--- config.mk ---
export PLATFORM = sky130hd
export DESIGN_NAME = sprite_line_buffer_flat
export DESIGN_NICKNAME = d
export VERILOG_FILES = /design/src/rtl/sprite_line_buffer_if.sv /design/src/rtl/sprite_line_buffer.sv /design/src/flat_wrapper.sv
export SDC_FILE = /design/constraint.sdc
export NUM_CORES = 2
export LEC_CHECK = 0
export BUFFER_PORTS_ARGS = -buffer_cell sky130_fd_sc_hd__buf_4
export CAP_MARGIN = 20
export CORE_ASPECT_RATIO = 0.8
export CORE_MARGIN = 2
export CORE_UTILIZATION = 48
export DETAILED_ROUTE_END_ITERATION = 8
export PLACE_DENSITY = 0.66
export SLEW_MARGIN = 20
export SYNTH_ARGS = -nofsm -noshare
export SYNTH_HDL_FRONTEND = slang
export SYNTH_SLANG_ARGS = --single-unit
--- constraint.sdc ---
create_clock -name clk -period 8.06 [get_ports clk]
set_input_delay 0.403 -clock clk [delete_from_list [all_inputs] [get_ports clk]]
set_output_delay 0.403 -clock clk [all_outputs]
set_load 0.02 [all_outputs]
--- src/rtl/sprite_line_buffer_if.sv ---
`default_nettype none
// ============================================================================
// Module      : sprite_line_buffer_if
// Description : Sprite-renderer write channel into the scanline buffer.
//               valid/ready handshake carrying a back-bank pixel address and
//               pixel word.
//                 wr_valid  master->slave  write request
//                 wr_ready  slave->master  write accepted when valid & ready
//                 wr_addr   master->slave  back-bank pixel address
//                 wr_data   master->slave  pixel word ([3:0]=0 is transparent)
// Revision    : 1.0  initial release
// ============================================================================
interface sprite_line_buffer_if #(
    parameter int ADDR_WIDTH = 8,
    parameter int DATA_WIDTH = 8
);
    logic                  wr_valid;
    logic                  wr_ready;
    logic [ADDR_WIDTH-1:0] wr_addr;
    logic [DATA_WIDTH-1:0] wr_data;

    modport master (
        output wr_valid,
        output wr_addr,
        output wr_data,
        input  wr_ready
    );

    modport slave (
        input  wr_valid,
        input  wr_addr,
        input  wr_data,
        output wr_ready
    );
endinterface
`default_nettype wire

--- src/rtl/sprite_line_buffer.sv ---
`default_nettype none
// ============================================================================
// Module      : sprite_line_buffer
// Description : Double-buffered scanline store. Sprite pixels for the next
//               line are written into the back bank; the front bank is read
//               in step with the timing generator and cleared as it is read.
//               Banks swap on every hblank rise.
//   Ports:
//     clk, reset    clock, asynchronous active-high reset
//     cen           pixel clock enable
//     hblank        horizontal blank
//     video_pos_x   horizontal counter (visible span 256..511)
//     wr            write channel (sprite_line_buffer_if.slave)
//     pix_data      registered front-bank pixel, one cen after its address
//     pix_opaque    pix_data colour index non-zero
//     line_start    high for the cen clk on which the banks swap
//     bank_sel      current front (read) bank
// Revision    : 1.0  initial release
// ============================================================================
module sprite_line_buffer #(
    parameter int ADDR_WIDTH = 8,
    parameter int DATA_WIDTH = 8
) (
    input  wire logic                  clk,
    input  wire logic                  reset,
    input  wire logic                  cen,
    input  wire logic                  hblank,
    input  wire logic [9:0]            video_pos_x,
    sprite_line_buffer_if.slave        wr,
    output logic      [DATA_WIDTH-1:0] pix_data,
    output logic                       pix_opaque,
    output logic                       line_start,
    output logic                       bank_sel
);

    localparam int c_DEPTH = 2 ** ADDR_WIDTH;

    logic                  r_init;      // set by reset until hblank is first sampled
    logic                  r_hblank_d;
    logic                  r_bank_sel;
    logic [1:0]            r_primed;
    logic [DATA_WIDTH-1:0] r_pix_data;

    logic                  w_swap_pending;
    logic                  w_swap;
    logic                  w_rd_en;
    logic [ADDR_WIDTH-1:0] w_rd_addr;
    logic                  w_wr_accept;
    logic [DATA_WIDTH-1:0] w_bank_rd [2];
    logic [DATA_WIDTH-1:0] w_front_rd;
    logic                  w_unused;

    // hblank_d holds its reset value of 0 until the first cen, so an edge is
    // only trusted once hblank has actually been sampled. This keeps an hblank
    // held high across reset release from looking like a rise.
    assign w_swap_pending = hblank & ~r_hblank_d & ~r_init;
    assign w_swap         = cen & w_swap_pending;

    assign w_rd_addr   = video_pos_x[ADDR_WIDTH-1:0];
    assign w_rd_en     = cen & ~hblank & video_pos_x[8];

    // Writes are refused while in reset and across the swap boundary so no
    // pixel can land in a bank whose role is changing.
    assign wr.wr_ready = ~r_init & ~w_swap_pending;
    assign w_wr_accept = wr.wr_valid & wr.wr_ready & (wr.wr_data[3:0] != 4'd0);

    // ------------------------------------------------------------------------
    // Two banks, one write port each. The front bank's port clears the
    // location being read; the back bank's port takes sprite writes.
    // ------------------------------------------------------------------------
    for (genvar b = 0; b < 2; b++) begin : g_bank
        logic [DATA_WIDTH-1:0] r_mem [c_DEPTH];
        logic                  w_front;
        logic                  w_we;
        logic [ADDR_WIDTH-1:0] w_addr;
        logic [DATA_WIDTH-1:0] w_data;

        assign w_front = (r_bank_sel == 1'(b));
        assign w_we    = w_front ? w_rd_en   : w_wr_accept;
        assign w_addr  = w_front ? w_rd_addr : wr.wr_addr;
        assign w_data  = w_front ? '0        : wr.wr_data;

        always_ff @(posedge clk) begin
            if (w_we) begin
                r_mem[w_addr] <= w_data;
            end
        end

        // Combinational read gives read-before-write on the clear cycle.
        assign w_bank_rd[b] = r_mem[w_rd_addr];
    end

    assign w_front_rd = r_bank_sel ? w_bank_rd[1] : w_bank_rd[0];

    always_ff @(posedge clk or posedge reset) begin
        if (reset) begin
            r_init     <= 1'b1;
            r_hblank_d <= 1'b0;
            r_bank_sel <= 1'b0;
            r_primed   <= 2'b00;
            r_pix_data <= '0;
        end else if (cen) begin
            r_init     <= 1'b0;
            r_hblank_d <= hblank;
            if (w_swap) begin
                r_bank_sel           <= ~r_bank_sel;
                r_primed[~r_bank_sel] <= 1'b1;
            end
            // A bank that has never been a back bank since reset holds stale
            // RAM, so it reads as transparent for its first front line.
            if (w_rd_en) begin
                r_pix_data <= r_primed[r_bank_sel] ? w_front_rd : '0;
            end else begin
                r_pix_data <= '0;
            end
        end
    end

    assign pix_data   = r_pix_data;
    assign pix_opaque = (r_pix_data[3:0] != 4'd0);
    assign line_start = w_swap;
    assign bank_sel   = r_bank_sel;

    // Upper counter bits beyond the bank address are not needed.
    assign w_unused = ^video_pos_x;

endmodule
`default_nettype wire

--- src/flat_wrapper.sv ---
// flat-port wrapper written by rule: the top's interface ports become plain ports
module sprite_line_buffer_flat 
#(
    parameter int ADDR_WIDTH = 8,
    parameter int DATA_WIDTH = 8
)
  (clk, reset, cen, hblank, video_pos_x, pix_data, pix_opaque, line_start, bank_sel, wr_wr_valid, wr_wr_addr, wr_wr_data, wr_wr_ready);
  sprite_line_buffer_if #(.ADDR_WIDTH(ADDR_WIDTH), .DATA_WIDTH(DATA_WIDTH)) wr_i ();
  input  wire logic clk;
  input  wire logic reset;
  input  wire logic cen;
  input  wire logic hblank;
  input  wire logic [9:0] video_pos_x;
  output logic      [DATA_WIDTH-1:0] pix_data;
  output logic pix_opaque;
  output logic line_start;
  output logic bank_sel;
  input wire logic [$bits(wr_i.wr_valid)-1:0] wr_wr_valid;
  input wire logic [$bits(wr_i.wr_addr)-1:0] wr_wr_addr;
  input wire logic [$bits(wr_i.wr_data)-1:0] wr_wr_data;
  output wire logic [$bits(wr_i.wr_ready)-1:0] wr_wr_ready;
  assign wr_i.wr_valid = wr_wr_valid;
  assign wr_i.wr_addr = wr_wr_addr;
  assign wr_i.wr_data = wr_wr_data;
  assign wr_wr_ready = wr_i.wr_ready;
  sprite_line_buffer #(.ADDR_WIDTH(ADDR_WIDTH), .DATA_WIDTH(DATA_WIDTH)) u_core (.clk(clk), .reset(reset), .cen(cen), .hblank(hblank), .video_pos_x(video_pos_x), .wr(wr_i), .pix_data(pix_data), .pix_opaque(pix_opaque), .line_start(line_start), .bank_sel(bank_sel));
endmodule
# [Word-level counts from Yosys, hierarchy flattened]
# Memory sizes are Yosys's and may differ from the RTL's.
# Index checks and enable logic that the tools add are counted.
[totals] out_inout_bits=12 ramBits=4096 inputBits=31 wordCells=45 mem_count=2 reg_bits=13
[op_classes] n_bitwise=14 reduce_logical=4 n_mux=17 n_lt_le_gt_ge=3
[mem_list] name="u_core.g_bank[0].r_mem" depth=256 word_bits=8 rd=1 rd_clocked_by_memory_dff=0 write_ports=1 line_no="sprite_line_buffer.sv:72" text="logic [DATA_WIDTH-1:0] r_mem [c_DEPTH];"
[mem_list] name="u_core.g_bank[1].r_mem" depth=256 word_bits=8 rd=1 rd_clocked_by_memory_dff=0 write_ports=1 line_no="sprite_line_buffer.sv:72"
[ops] op="two-way mux 8 bit" count=7
[ops] op="two-way mux 1 bit" count=9
[ops] op="bitwise AND 1 bit" count=8
[ops] op="nonzero test 4 bit" count=2
[ops] op="inverter 1 bit" count=5
[ops] op="< comparator 1 x 2 -> 1 bit (second input constant)" count=2
[ops] op="bitwise OR 2 bit" count=1
[ops] op="AND reduction 2 bit" count=1
[ops] op="demux 1 bit (select 1 bit)" count=1
[ops] op=">= comparator 1 bit (second input constant)" count=1
[ops] op="logical AND 1 bit" count=1

# [Depth between registers and ports, before layout]
[depth] word_depth=10 ltp_mapped=14 mapped_depth_nobuf=7

# [Worst setup path after synthesis]
# OpenSTA, ideal clock, no wires.
[synth_path] path_kind="register -> register" startpoint="register u_core.r_bank_sel, in the netlist u_core.bank_sel" endpoint="memory u_core.g_bank[1].r_mem[0][2], data pin" required_time_ns=6.608 path_stages_with_launch=5 synth_period_minus_slack_ns=8.756 t_arrival_ns=7.304 setup_time_ns=1.452 setup_slack_ns=-0.696 path_buffers=3 cell_sequence="dfrtp_1 > clkbuf_1 > clkbuf_1 > clkbuf_1 > nor2b_1"
[synth_via] elab_chain_len=1
[synth_rtl] element="start, declared" line_no="sprite_line_buffer.sv:40" text="logic r_bank_sel;"
[synth_rtl] element="start signal, assigned" line_no="sprite_line_buffer.sv:106" text="r_bank_sel <= ~r_bank_sel;"
[synth_rtl] element="two-way mux 8 bit" line_no="sprite_line_buffer.sv:81" text="assign w_data = w_front ? '0 : wr.wr_data;"
[synth_rtl] element="via u_core.g_bank[1].w_data[2]" line_no="sprite_line_buffer.sv:76" text="logic [DATA_WIDTH-1:0] w_data;"
[synth_rtl] element="end, declared" line_no="sprite_line_buffer.sv:72"
# The timed path passes the listed nets, and every way through them passes these cells.

# [Worst setup path in the final report]
[layout_path] startpoint="register u_core.r_hblank_d" endpoint="memory u_core.g_bank[1].r_mem[96][7] (enable)"
[layout_via] elab_chain_len=10
[layout_rtl] element="start, declared" line_no="sprite_line_buffer.sv:39" text="logic r_hblank_d;"
[layout_rtl] element="start signal, assigned" line_no="sprite_line_buffer.sv:104" text="r_hblank_d <= hblank;"
[layout_rtl] element="inverter 1 bit" line_no="sprite_line_buffer.sv:56" text="assign w_swap_pending = hblank & ~r_hblank_d & ~r_init;"
[layout_rtl] element="bitwise AND 1 bit (2 in a row)" line_no="sprite_line_buffer.sv:56"
[layout_rtl] element="inverter 1 bit" line_no="sprite_line_buffer.sv:64" text="assign wr.wr_ready = ~r_init & ~w_swap_pending;"
[layout_rtl] element="bitwise AND 1 bit" line_no="sprite_line_buffer.sv:64"
[layout_rtl] element="bitwise AND 1 bit (2 in a row)" line_no="sprite_line_buffer.sv:65" text="assign w_wr_accept = wr.wr_valid & wr.wr_ready & (wr.wr_data[3:0] != 4'd0);"
[layout_rtl] element="two-way mux 1 bit" line_no="sprite_line_buffer.sv:79" text="assign w_we = w_front ? w_rd_en : w_wr_accept;"
[layout_rtl] element="two-way mux 1 bit" line_no="sprite_line_buffer.sv:84" text="if (w_we) begin"
[layout_rtl] element="two-way mux 1 bit (not written as such)" line_no="sprite_line_buffer.sv:85" text="r_mem[w_addr] <= w_data;"
# Every way passes these cells.

==> results.yml <==
sta:
  rsz0062_at_grt: "no"
  tns_ns: 0
  final_max_slew_viol_count: 0
  setup_ws_ns: 3.26
  finalSetupViolCount: 0
  slew_headroom_pct: 12.3
  fin_crit_sh_pct: 59.5
  period_minus_slack_ns: 4.80
  worst_pin_slew_ns: 1.30
  max_freq_mhz: 208
  final-hold-violation-count: 0
  finClkSkew_ns: 0.0731
layout:
  nets: 7592
  drive_above_1_share_pct: 23.3
  area_delta_synth_final_pct: 11.2
  design_area_um2: 177000
floorplanning:
  rows: 189
  die_w_um: 649
  dieArea_um2: 337000
  die_h_um: 520
  start_util_pct: 48.2
  core_um2: 331000
  ios: 43
critical_path:
  cp.required_ns: 8.57
  arrival_ns: 5.31
  cp-end-kind: "flop"
  setup.worst_path.class: "flop to flop"
  path_max_fanout: 15
  startpoint_type: "flop"
placed_design:
  portBuffers: 41
  pre_cts_ws_ns: 3.03
  place_hpwl_mm: 257
  place_congestion: 0.892
  place_area_um2: 165000
clocking:
  max-clock-path-buffers: 4
  numCtsBuffers: 392
  clock-sinks: 4109
  cts_root_buf: "clkbuf_16"
  cts.clk_slew.worst_paths_ns: 0.07
  htree_levels: 5
  clk-insertion-delay-late_ns: 0.93
  cts_tree: "done"
yosys:
  syn_area_per_cell_um2: 21.6
  ys.flop_type: "edfxtp_1"
  synth_area_um2: 160000
  synth_edf_count: 4096
  synth_nets: 7405
  synth_top_area_share_pct: 77.1
  yosysWarnings: 0
  ys_seq_area_share_pct: 77.3
  ys_ff_latch: 4109
  syn-instance-count: 7374
  yosysUniqueCellTypes: 70
  async_reset_ff_share_pct: 0.316
  synthTopCellsByArea: "edfxtp_1, mux4_2, mux2i_1"
  yosysTopAreaCell: "edfxtp_1"
status:
  status: "complete, no violations"
pwr:
  irDropWorstVdd_uv: 259
  p_per_area_nw_per_um2: 270
  seq_power_share_pct: 52.8
  swShare_pct: 23.8
  pwr-share-comb_pct: 9.1
  p_int_mw: 36.5
  p_switching_mw: 11.4
  p_clk_share_pct: 38.1
  total_power_mw: 47.9
  p_leak_nw: 54.9
drt:
  drcViolationCount: 0
  dr.first_iter.drc_count: 12500
  drt.antenna.violating_nets: 0
  routedWlPerCell_um: 34.3
  drtPass1Iterations: 6
  vias: 79400
  viasPerCell: 6.46
  routed_wirelength_mm: 421
global_route:
  grt_pass1_wl_mm: 590
  grt_pass1_vias: 77500
  grt_max_degree: 257
  grt_use_total_pct: 24.8
  overflow: 0
  antenna_found_initial: 27
min_path:
  hold_path_class: "input pin to flop"
run:
  cap_violations: 0
## area by class of cell
| type | count | area [um^2] |
|---|---|---|
| diodes | 13 | 32.5 |
| well taps | 4393 | 5500 |
| clock inverters | 214 | 2060 |
| clock buffers | 502 | 10500 |
| repair buffers | 234 | 2130 |
| flip-flops and latches | 4109 | 123000 |
| fillers | 24800 | 154000 |
| inverters | 13 | 58.8 |
| multi-input cells | 2811 | 33800 |
## metrics by stage
step | instances | utilization [%] | hold WS (ns)
finish | 12300 | 53.6 | 0.0424
CTS | 12300 | 53.5 | 0.139
floorplan | 7374 | - | 0.279
global route | 12300 | 53.6 | 0.0201
detailed placement | 11600 | 49.7 | 0.447
global placement | 11600 | 49.7 | 0.439
## per-layer routing
metal  part of all wire [%]  global-route usage (%)  routed length, um
met5                  0.011                       0                 47
met4                    4.0                    8.89              17000
met3                     12                    7.14              52200
met2                     44                    35.3             184000
met1                     40                    36.7             168000
## critical path, stage by stage (launching register included)
cell and delay, ns:
dfrtp_1 0.36, inv_1 0.06, a21oi_1 0.88, and3_1 0.64, mux2_2 0.46, and2_1 0.23, nand2_1 0.55, buf_4 0.48
nor2_1 0.68
## power by group through the flow
stage	clock network, mW	registers [mW]	logic [mW]
floorplan	0	26.2	2.24
global placement	0	25.8	4.09
detailed placement	0	25.8	4.27
CTS	18.4	25.3	4.28
global route	19.2	25.3	4.57
finish	18.3	25.3	4.36
## final timing paths
kind	start	endpoint	slack, ns	cells after the start
worst min-delay path	wr_wr_data[4]	u_core.g_bank[1].r_mem[54][4]	0.04	2
max in group asynchronous	reset	u_core.bank_sel	7.41	3
worst max-delay path	u_core.r_hblank_d	u_core.g_bank[1].r_mem[96][7]	3.26	8
min in group asynchronous	reset	u_core.pix_data[5]	0.17	3
worst min register to register	u_core.r_primed[0]	u_core.r_primed[0]	0.47	1
worst max register to register	u_core.r_hblank_d	u_core.g_bank[1].r_mem[96][7]	3.26	8
## cells by family (layout without fill, tap and decap cells)
group                     Yosys count  in the layout  share of synthesized area [%]
DFF                              4109           4109                           77.3
muxes                            1279           1279                           15.9
and+or+nand+nor                   915            915                           2.43
AOI/OAI and AO/OA                 616            616                           2.71
buffers and inverters             454            963                           1.66
xor gates and xnor gates            1              1                        0.00549
other                               0             13                              0
## placed cells by master (no fill, tap or decap), types with 23 or more instances in the layout
| cell | n |
|---|---|
| nand2_1 | 162 |
| nor3_1 | 28 |
| a21oi_1 | 99 |
| mux4_2 | 1003 |
| clkinv_1 | 75 |
| a31oi_1 | 23 |
| clkbuf_1 | 94 |
| nand3_1 | 46 |
| a221oi_1 | 23 |
| a22oi_1 | 129 |
| bufinv_16 | 36 |
| clkinv_2 | 69 |
| o221ai_1 | 93 |
| o21ai_0 | 61 |
| edfxtp_1 | 4096 |
| mux2i_1 | 269 |
| clkbuf_16 | 404 |
| nor2_1 | 553 |
| o22ai_1 | 67 |
| buf_4 | 204 |
## state kept, by name (all words and copies together), names as in the netlist
name	count
u_core.pix_data	8
u_core.r_init	1
u_core.bank_sel	1
u_core.r_primed	2
u_core.r_hblank_d	1
u_core.g_bank.r_mem	4096
## synthesized netlist by cell type, drive strengths merged (10+ instances only)
master and number:
a211oi 22, a21oi 99, a221oi 23, a22o 20, a22oi 129, a31oi 23, and2 16, buf 280
clkbuf 161, dfrtp 12, edfxtp 4096, inv 13, mux2i 269, mux4 1003, nand2 162, nand2b 11
nand3 46, nand4 10, nor2 560, nor2b 21, nor3 29, nor4 16, o21ai 75, o221ai 93
o22ai 67
## repair_timing
item                                   CTS  global route
hold buffers                             3             0
endpoints found under the hold margin   19             0
gates resized for setup                  0             0
buffers inserted                         0             0
(Power assumes the default switching activity.)
